File: config.mk
export PLATFORM = sky130hd
export DESIGN_NAME = branch_redirect_ctrl_flat
export DESIGN_NICKNAME = d
export VERILOG_FILES = /design/src/rtl/branch_redirect_ctrl_pkg.sv /design/src/rtl/branch_redirect_ctrl_if.sv /design/src/rtl/branch_redirect_ctrl_target_calc.sv /design/src/rtl/branch_redirect_ctrl.sv /design/src/flat_wrapper.sv
export SDC_FILE = /design/constraint.sdc
export NUM_CORES = 1
export LEC_CHECK = 0
export CAP_MARGIN = 30
export CORE_AREA = 2 2 60 118
export DETAILED_ROUTE_END_ITERATION = 7
export DIE_AREA = 0 0 62 120
export PLACE_DENSITY = 0.81
export SKIP_LAST_GASP = 1
export SYNTH_ARGS = -nofsm -noshare
export SYNTH_HDL_FRONTEND = slang
export SYNTH_SLANG_ARGS = --single-unit
File: constraint.sdc
create_clock -name clock_i -period 4.36 [get_ports clock_i]
set_input_delay 0.872 -clock clock_i [delete_from_list [all_inputs] [get_ports clock_i]]
set_output_delay 0.872 -clock clock_i [all_outputs]
set_load 0.03 [all_outputs]
File: src/rtl/branch_redirect_ctrl_pkg.sv
// -----------------------------------------------------------------------------
// pa_pkg: shared definitions for the branch redirect sequencer.
//   - state_e : sequencer state encoding (RUN / FLUSH / REDIRECT). The fourth
//               code 2'b11 is unused and is steered back to RUN by the FSM.
//   - DIR_FWD / DIR_BWD : branch direction codes carried on br_dir_i.
// No ports (package only).
// -----------------------------------------------------------------------------
package pa_pkg;

    typedef enum logic [1:0] {
        ST_RUN      = 2'b00,
        ST_FLUSH    = 2'b01,
        ST_REDIRECT = 2'b10
    } state_e;

    localparam logic DIR_FWD = 1'b1;  // target = pc + offset
    localparam logic DIR_BWD = 1'b0;  // target = pc - offset

endpackage

File: src/rtl/branch_redirect_ctrl_if.sv
// -----------------------------------------------------------------------------
// branch_redirect_ctrl_if: bundles the branch-unit request, the fetch redirect
// handshake and the front-end status outputs of branch_redirect_ctrl.
//   slave  : the sequencer side (consumes requests, drives status/redirect)
//   master : the environment side (branch unit + fetch)
// Signals:
//   enable_i, br_valid_i, br_dir_i, br_offset_i, br_pc_i, fetch_ready_i  (to ctrl)
//   br_ack_o, flush_o, stall_o, redirect_valid_o, redirect_pc_o,
//   pc_o, pc_valid_o, taken_count_o                                      (from ctrl)
// -----------------------------------------------------------------------------
interface branch_redirect_ctrl_if #(
    parameter int PC_W = 16
);
    logic            enable_i;
    logic            br_valid_i;
    logic            br_dir_i;
    logic [PC_W-1:0] br_offset_i;
    logic [PC_W-1:0] br_pc_i;
    logic            fetch_ready_i;
    logic            br_ack_o;
    logic            flush_o;
    logic            stall_o;
    logic            redirect_valid_o;
    logic [PC_W-1:0] redirect_pc_o;
    logic [PC_W-1:0] pc_o;
    logic            pc_valid_o;
    logic [15:0]     taken_count_o;

    modport slave (
        input  enable_i, br_valid_i, br_dir_i, br_offset_i, br_pc_i, fetch_ready_i,
        output br_ack_o, flush_o, stall_o, redirect_valid_o, redirect_pc_o,
               pc_o, pc_valid_o, taken_count_o
    );

    modport master (
        output enable_i, br_valid_i, br_dir_i, br_offset_i, br_pc_i, fetch_ready_i,
        input  br_ack_o, flush_o, stall_o, redirect_valid_o, redirect_pc_o,
               pc_o, pc_valid_o, taken_count_o
    );
endinterface

File: src/rtl/branch_redirect_ctrl_target_calc.sv
// -----------------------------------------------------------------------------
// branch_target_calc: combinational branch target adder/subtractor.
//   br_dir_i    in  1     DIR_FWD = add offset, DIR_BWD = subtract offset
//   br_pc_i     in  PC_W  PC of the branching instruction
//   br_offset_i in  PC_W  unsigned offset
//   target_o    out PC_W  resulting target, wraps modulo 2^PC_W (no overflow flag)
// -----------------------------------------------------------------------------
module branch_target_calc
    import pa_pkg::*;
#(
    parameter int PC_W = 16
) (
    input  logic            br_dir_i,
    input  logic [PC_W-1:0] br_pc_i,
    input  logic [PC_W-1:0] br_offset_i,
    output logic [PC_W-1:0] target_o
);

    always_comb begin
        if (br_dir_i == DIR_FWD) begin
            target_o = br_pc_i + br_offset_i;
        end else begin
            target_o = br_pc_i - br_offset_i;
        end
    end

endmodule

File: src/rtl/branch_redirect_ctrl.sv
// -----------------------------------------------------------------------------
// branch_redirect_ctrl: owns the fetch PC. In RUN it steps the PC while
// enable_i is high; a taken-branch request latches the target, pulses
// br_ack_o, holds flush_o for FLUSH_CYCLES cycles, then presents the target
// to fetch on a valid/ready redirect handshake before returning to RUN.
//   clock_i   in  rising-edge clock
//   reset_ni  in  asynchronous active-low reset
//   bus       slave modport of branch_redirect_ctrl_if (request, redirect,
//             PC and status outputs)
// Parameters: PC_W (PC width), FLUSH_CYCLES (1..15), RESET_PC.
// Optional feature macro: BRANCH_REDIRECT_STATS_EN -- when defined, a
// saturating 16-bit taken-branch counter drives taken_count_o; otherwise the
// counter is not built and taken_count_o is 0.
// -----------------------------------------------------------------------------
module branch_redirect_ctrl
    import pa_pkg::*;
#(
    parameter int              PC_W         = 16,
    parameter int              FLUSH_CYCLES = 3,
    parameter logic [PC_W-1:0] RESET_PC     = '0
) (
    input  logic                  clock_i,
    input  logic                  reset_ni,
    branch_redirect_ctrl_if.slave bus
);

    localparam logic [3:0]      FLUSH_INIT = 4'(FLUSH_CYCLES);
    localparam logic [PC_W-1:0] PC_ONE     = PC_W'(1);

    state_e          state_q, state_d;
    logic [3:0]      flush_cnt_q, flush_cnt_d;
    logic [PC_W-1:0] pc_q, pc_d;
    logic [PC_W-1:0] target_q, target_d;
    logic            ack_q, ack_d;
    logic            pc_valid_q, pc_valid_d;
    logic [PC_W-1:0] calc_target;

    branch_target_calc #(.PC_W(PC_W)) u_target_calc (
        .br_dir_i    (bus.br_dir_i),
        .br_pc_i     (bus.br_pc_i),
        .br_offset_i (bus.br_offset_i),
        .target_o    (calc_target)
    );

    always_comb begin
        state_d     = state_q;
        flush_cnt_d = flush_cnt_q;
        pc_d        = pc_q;
        target_d    = target_q;
        ack_d       = 1'b0;
        case (state_q)
            ST_RUN: begin
                // A branch wins over a sequential step in the same cycle.
                if (bus.br_valid_i) begin
                    target_d    = calc_target;
                    ack_d       = 1'b1;
                    flush_cnt_d = FLUSH_INIT;
                    state_d     = ST_FLUSH;
                end else if (bus.enable_i) begin
                    pc_d = pc_q + PC_ONE;
                end
            end
            ST_FLUSH: begin
                flush_cnt_d = flush_cnt_q - 4'd1;
                if (flush_cnt_q <= 4'd1) begin
                    state_d = ST_REDIRECT;
                end
            end
            ST_REDIRECT: begin
                if (bus.fetch_ready_i) begin
                    pc_d    = target_q;
                    state_d = ST_RUN;
                end
            end
            default: begin
                state_d = ST_RUN;
            end
        endcase
        // Registered so pc_valid_o is 0 while in reset and becomes 1 from the
        // first edge after release; afterwards it equals (state == RUN).
        pc_valid_d = (state_d == ST_RUN);
    end

    always_ff @(posedge clock_i or negedge reset_ni) begin
        if (!reset_ni) begin
            state_q     <= ST_RUN;
            flush_cnt_q <= 4'd0;
            pc_q        <= RESET_PC;
            target_q    <= '0;
            ack_q       <= 1'b0;
            pc_valid_q  <= 1'b0;
        end else begin
            state_q     <= state_d;
            flush_cnt_q <= flush_cnt_d;
            pc_q        <= pc_d;
            target_q    <= target_d;
            ack_q       <= ack_d;
            pc_valid_q  <= pc_valid_d;
        end
    end

    assign bus.br_ack_o         = ack_q;
    assign bus.flush_o          = (state_q == ST_FLUSH);
    assign bus.stall_o          = (state_q != ST_RUN);
    assign bus.redirect_valid_o = (state_q == ST_REDIRECT);
    assign bus.redirect_pc_o    = (state_q == ST_REDIRECT) ? target_q : '0;
    assign bus.pc_o             = pc_q;
    assign bus.pc_valid_o       = pc_valid_q;

`ifdef BRANCH_REDIRECT_STATS_EN
    logic [15:0] taken_q, taken_d;

    always_comb begin
        taken_d = taken_q;
        if ((state_q == ST_RUN) && bus.br_valid_i && (taken_q != 16'hFFFF)) begin
            taken_d = taken_q + 16'd1;
        end
    end

    always_ff @(posedge clock_i or negedge reset_ni) begin
        if (!reset_ni) begin
            taken_q <= 16'd0;
        end else begin
            taken_q <= taken_d;
        end
    end

    assign bus.taken_count_o = taken_q;
`else
    assign bus.taken_count_o = 16'h0000;
`endif

endmodule

File: src/flat_wrapper.sv
// flat-port wrapper written by rule: the top's interface ports become plain ports
module branch_redirect_ctrl_flat import pa_pkg::*;
#(
    parameter int              PC_W         = 16,
    parameter int              FLUSH_CYCLES = 3,
    parameter logic [PC_W-1:0] RESET_PC     = '0
)
  (clock_i, reset_ni, bus_enable_i, bus_br_valid_i, bus_br_dir_i, bus_br_offset_i, bus_br_pc_i, bus_fetch_ready_i, bus_br_ack_o, bus_flush_o, bus_stall_o, bus_redirect_valid_o, bus_redirect_pc_o, bus_pc_o, bus_pc_valid_o, bus_taken_count_o);
  branch_redirect_ctrl_if #(.PC_W(PC_W)) bus_i ();
  input  logic clock_i;
  input  logic reset_ni;
  input wire logic [$bits(bus_i.enable_i)-1:0] bus_enable_i;
  input wire logic [$bits(bus_i.br_valid_i)-1:0] bus_br_valid_i;
  input wire logic [$bits(bus_i.br_dir_i)-1:0] bus_br_dir_i;
  input wire logic [$bits(bus_i.br_offset_i)-1:0] bus_br_offset_i;
  input wire logic [$bits(bus_i.br_pc_i)-1:0] bus_br_pc_i;
  input wire logic [$bits(bus_i.fetch_ready_i)-1:0] bus_fetch_ready_i;
  output wire logic [$bits(bus_i.br_ack_o)-1:0] bus_br_ack_o;
  output wire logic [$bits(bus_i.flush_o)-1:0] bus_flush_o;
  output wire logic [$bits(bus_i.stall_o)-1:0] bus_stall_o;
  output wire logic [$bits(bus_i.redirect_valid_o)-1:0] bus_redirect_valid_o;
  output wire logic [$bits(bus_i.redirect_pc_o)-1:0] bus_redirect_pc_o;
  output wire logic [$bits(bus_i.pc_o)-1:0] bus_pc_o;
  output wire logic [$bits(bus_i.pc_valid_o)-1:0] bus_pc_valid_o;
  output wire logic [$bits(bus_i.taken_count_o)-1:0] bus_taken_count_o;
  assign bus_i.enable_i = bus_enable_i;
  assign bus_i.br_valid_i = bus_br_valid_i;
  assign bus_i.br_dir_i = bus_br_dir_i;
  assign bus_i.br_offset_i = bus_br_offset_i;
  assign bus_i.br_pc_i = bus_br_pc_i;
  assign bus_i.fetch_ready_i = bus_fetch_ready_i;
  assign bus_br_ack_o = bus_i.br_ack_o;
  assign bus_flush_o = bus_i.flush_o;
  assign bus_stall_o = bus_i.stall_o;
  assign bus_redirect_valid_o = bus_i.redirect_valid_o;
  assign bus_redirect_pc_o = bus_i.redirect_pc_o;
  assign bus_pc_o = bus_i.pc_o;
  assign bus_pc_valid_o = bus_i.pc_valid_o;
  assign bus_taken_count_o = bus_i.taken_count_o;
  branch_redirect_ctrl #(.PC_W(PC_W), .FLUSH_CYCLES(FLUSH_CYCLES), .RESET_PC(RESET_PC)) u_core (.clock_i(clock_i), .reset_ni(reset_ni), .bus(bus_i));
endmodule
Word level (Yosys, flattened, before mapping)
Index checks and enable logic that the tools add are counted.
{"block": "totals", "out_inout_bits": 53, "reg_bits": 40, "wordCells": 39, "input_bits": 38}
{"block": "op_classes", "n_lt_le_gt_ge": 1, "eq_ne": 6, "muxes": 14, "reduce_logical": 8, "n_addsub": 4}
{"op": "two-way mux 16 bit", "n": 5}
{"op": "case mux 16 bit (2 select lines)", "n": 1}
{"op": "adder 16 x 1 -> 16 bit, second input constant", "n": 1}
{"op": "adder 16 bit", "n": 1}
{"op": "subtractor 16 bit", "n": 1}
{"op": "inequality test 2 bit, second input constant", "n": 4}
{"op": "case mux 4 bit (2 select lines)", "n": 1}
{"op": "two-way mux 2 bit", "n": 3}
{"op": "case mux 2 bit (3 select lines)", "n": 1}
{"op": "nonzero test 2 bit", "n": 3}
{"op": "<= comparator 4 x 1 -> 1 bit, second input constant", "n": 1}
{"op": "logical NOT 2 bit", "n": 2}
{"op": "two-way mux 4 bit", "n": 1}
{"op": "AND reduction 2 bit", "n": 2}
{"op": "AND reduction 4 bit", "n": 1}
{"op": "subtractor 4 x 1 -> 4 bit, second input constant", "n": 1}
{"op": "== test 2 x 1 -> 1 bit, second input constant", "n": 1}
{"op": "== test 2 bit, second input constant", "n": 1}
{"op": "two-way mux 1 bit", "n": 2}

Logic depth before layout (Yosys ltp)
{"block": "logic_depth", "ltp_word": 4, "ltp_mapped": 14, "mapped_depth_nobuf": 14}

Modules after synthesis
From an unflattened synthesis, not the netlist that was laid out.
{"block": "unflattened", "cells_unflattened": 406, "area_unflattened_um2": 3249.4}
{"module": "branch_redirect_ctrl", "cells_each": 256, "area_per_inst_um2": 2172.1, "seq_area_each_um2": 1001.0, "n_inst": 1}
{"module": "branch_target_calc", "cells_each": 150, "area_per_inst_um2": 1077.3, "seq_area_each_um2": 0.0, "n_inst": 1}

Worst setup path after synthesis
No wires, ideal clock.
{"block": "synth_path", "kind": "input -> register", "start": "input bus_br_offset_i[0]", "end": "register u_core.target_q[15]", "setup_time_ps": 121, "cell_stages": 14, "t_required_ps": 4239, "slack_ps": 1050, "path_buffers": 0, "t_arrival_ps": 3189, "cell_sequence": "inv_1 > ha_1 > nand2b_1 > or4_1 > nor2_1 > a21oi_1 > xor2_1 > ha_1 > a21o_1 > nor4b_1 > or3_1 > a31oi_1 > xnor2_1 > o21ai_1"}
{"block": "synth_via", "elab_chain_cells": 2, "elab_cells_between_ends": 3, "cone_classes": "2 x add/sub; 1 x mux"}
{"element": "start, declared", "line_no": "flat_wrapper.sv:15", "source": "input wire logic [$bits(bus_i.br_offset_i)-1:0] bus_br_offset_i;"}
{"element": "subtractor 16 bit or adder 16 bit (tied branches)", "line_no": "branch_redirect_ctrl_target_calc.sv:23, branch_redirect_ctrl_target_calc.sv:21"}
{"element": "two-way mux 16 bit *", "line_no": "branch_redirect_ctrl_target_calc.sv:20", "source": "if (br_dir_i == DIR_FWD) begin"}
{"element": "end signal, assigned", "line_no": "branch_redirect_ctrl.sv:96", "source": "target_q <= target_d;"}
{"element": "end, declared", "line_no": "branch_redirect_ctrl.sv:33", "source": "logic [PC_W-1:0] target_q, target_d;"}
Every way passes the cells marked *; elsewhere a longest branch is shown, timed or not.
A chain may end at the register's enable or synchronous reset.

Final worst setup path
{"block": "layout_path", "start": "input bus_br_offset_i[0]", "end": "register u_core.target_q[13]"}
Same word-level chain as after synthesis.

==> results.cfg <==
[final_layout]
drive_above_1_share = 0.0436
area_growth_pct = 27.6
nNetsFinal = 520
final_area_mm2 = 0.00400
diodes = 0
final_util = 0.609

[route]
vias = 2920
drtPass1Iterations = 4
drc_errors = 0
viasPerCell = 5.34
drt-initial-drc-count = 206
drt_wl_total_um = 7050
wl_per_cell_um = 12.9
antenna_left = 0

[sta]
slew_violations = 0
min_period_over_period = 0.879
worstMarginPinSlew_ps = 867
finalSetupViolations = 0
fin_crit_ps = 3830
max_freq_mhz = 261
hold_viol = 0
relSlewSlack = 0.422
rsz0062_at_grt = no
setup_tns_ps = 0
worst_slack_ps = 529
holdWs_ps = 471
skew_ps = 3.63

[global_routing]
grt_max_degree = 41
antenna_found_initial = 0
grt_most_used_layer = met2
grtUsageMet2 = 0.362
grt-ovfl-total = 0
grt_util_met1 = 0.210
grt_pass1_vias = 2758
grt_usage = 0.199
gr-usage-met3 = 0.0226
grt_pass1_wl_um = 11500

[floorplan]
initial_core_util = 0.478
num_rows = 42
die-area_mm2 = 0.00744
ios = 91
die_width_um = 62
design.core.area_mm2 = 0.00657
die_y_um = 120

[logic_synthesis]
yosysMostFrequentCell = nand2_1
synthTopCellsByCount = nand2_1 (46), a21oi_1 (41), dfrtp_1 (40)
ys_ff_latch = 40
yosysWarnings = 0
post-synth-top-area-fraction = 0.319
syn_inst = 390
synth_area_leaders = dfrtp_1 (32%), ha_1 (8.8%), a21oi_1 (6.5%)
synth_edf_count = 0
synth.cell_area_mm2 = 0.00314
yosys_most_used_dff = dfrtp_1
avgSynthCellArea_um2 = 8.04
async_flop_share = 1.00
ys_seq_area_frac = 0.319
synth_cell_types = 52
yosysTopAreaCell = dfrtp_1

[setup_path]
startpoint_type = primary input
required_ps = 4540
timing.rr.start = u_core.state_q[0]
crit_chain = clkdlybuf4s50_1 -> inv_1 -> ha_1 -> nand2b_1 -> or4_1 -> nor2_1 -> a21oi_1 -> xor2_1 -> ha_1 -> a21oi_1 -> nor2_1 -> a211oi_2 -> a21oi_1 -> o21a_1 -> o31ai_1
reg2reg_depth = 5
timing.rr.end = u_core.bus.pc_o[7]
crit_slowest_cell = clkdlybuf4s50_1
worst-setup-path-type = primary input to flop
cpPeakStageDelay_ps = 440
rrSetupSlack_ps = 2210
crit_path_end_kind = flop
path_common_cell = a21oi_1
arrival_ps = 4010
path_max_fanout = 6

[worst_hold_path]
hold_end = u_core.target_q[1]
min_from = u_core.target_q[1]
min_path_type = flop to flop
worstHoldPathCells = 2

[clock_network]
cts_sinks = 40
cts_tree = done
clock_latency_ps = 280
clock_path_buffers = 2
holdBufCountCts = 0
cts_root_buf = clkbuf_16
htree_levels = 2
cts_buffers = 5
ctsResizeCount = 0
path_clk_slew_ps = 60
cts_setup_buffers = 0

[placement]
hpwlAfterDp_um = 5650
place_congestion = 0.864
pre_cts_slack_ps = 220
placed_cell_area_mm2 = 0.00387
portBuffers = 74

[status]
status = finished, final reports clean

[power]
power_density_mw_per_mm2 = 533
p_leak_nw = 1.76
ir_drop_v = 0.000212

[job]
cap_violations = 0
==> cells by family after synthesis <==
group / after synthesis / share of synthesized area
fa+ha+maj: 23 / 0.0941
simple gates: 143 / 0.220
mux: 1 / 0.00359
other cells: 1 / 0.00120
buf+inv: 42 / 0.0750
xor+xnor: 28 / 0.0806
flops: 40 / 0.319
compound gates: 112 / 0.206
==> cells in the final DEF, fill, tap and decap left out, types with 2 or more instances in the layout <==
cell type / instances
o21ai_1: 7
inv_1: 12
nand3_1: 8
or4_1: 2
buf_4: 2
o31ai_1: 2
nand4_1: 2
a21o_1: 4
conb_1: 16
a2bb2oi_1: 2
and3_1: 3
clkbuf_16: 5
nor4_1: 2
nor3_1: 9
nand2_1: 46
or3_1: 2
xnor2_1: 10
xor2_1: 17
o22ai_1: 3
nand2b_1: 5
ha_1: 22
a211oi_1: 2
a21oi_1: 41
and2_1: 17
o21a_1: 3
nor2_1: 38
a31oi_1: 8
dfrtp_1: 40
clkdlybuf4s50_1: 73
o21ai_0: 32
==> how the worst max path moves through the flow <==
stage,start,endpoint,slack [ps],depth (start not counted)
after detailed placement,bus_br_offset_i[0],u_core.target_q[13],220,15
final,bus_br_offset_i[0],u_core.target_q[13],530,15
after global routing,bus_br_offset_i[1],u_core.target_q[13],240,15
after floorplan,bus_br_offset_i[0],u_core.target_q[15],1050,14
after global placement,bus_br_offset_i[0],u_core.target_q[13],350,15
after CTS,bus_br_offset_i[0],u_core.target_q[13],490,15
==> where the power goes <==
| part | internal [mW] | switching [mW] | total [mW] | leakage (nW) |
|---|---|---|---|---|
| clock network | 0.208 | 0.137 | 0.344 | 0.0667 |
| logic | 0.446 | 0.644 | 1.09 | 1.19 |
| registers | 0.544 | 0.155 | 0.699 | 0.496 |
==> metrics by stage <==
step,power (mW),instances
6_report,2.13,547
5_1_grt,2.30,547
4_1_cts,2.14,547
3_5_place_dp,1.79,540
3_3_place_gp,1.75,540
2_1_floorplan,1.41,405
==> worst max-delay path, delay by kind of cell <==
kind	cells	cell delay, ps
xor+xnor	1	170
compound gates	6	1100
buf+inv	2	510
simple gates	4	820
fa+ha+maj	2	540
==> area by class of cell <==
cell class / count / area [µm²]
fillers: 591 / 2570
multi-input cells: 323 / 1960
flip-flops and latches: 40 / 1000
repair buffers: 76 / 751
clock buffers: 6 / 129
well taps: 88 / 110
inverters: 13 / 48.8
clock inverters: 1 / 5.00
==> flip-flops by register name, summed over array words and instances (netlist names) <==
name / flops
u_core.state_q: 2
u_core.flush_cnt_q: 4
u_core.target_q: 16
u_core.bus.pc_o: 16
u_core.bus.pc_valid_o: 1
u_core.bus.br_ack_o: 1
==> per-layer routing <==
layer  up-vias  wire length [µm]
met5         -                 0
met4         0               142
met3        13               246
met2        98              4020
met1      1346              2640
li1       1463                 -
No activity file was read; power rests on OpenSTA's default activity.
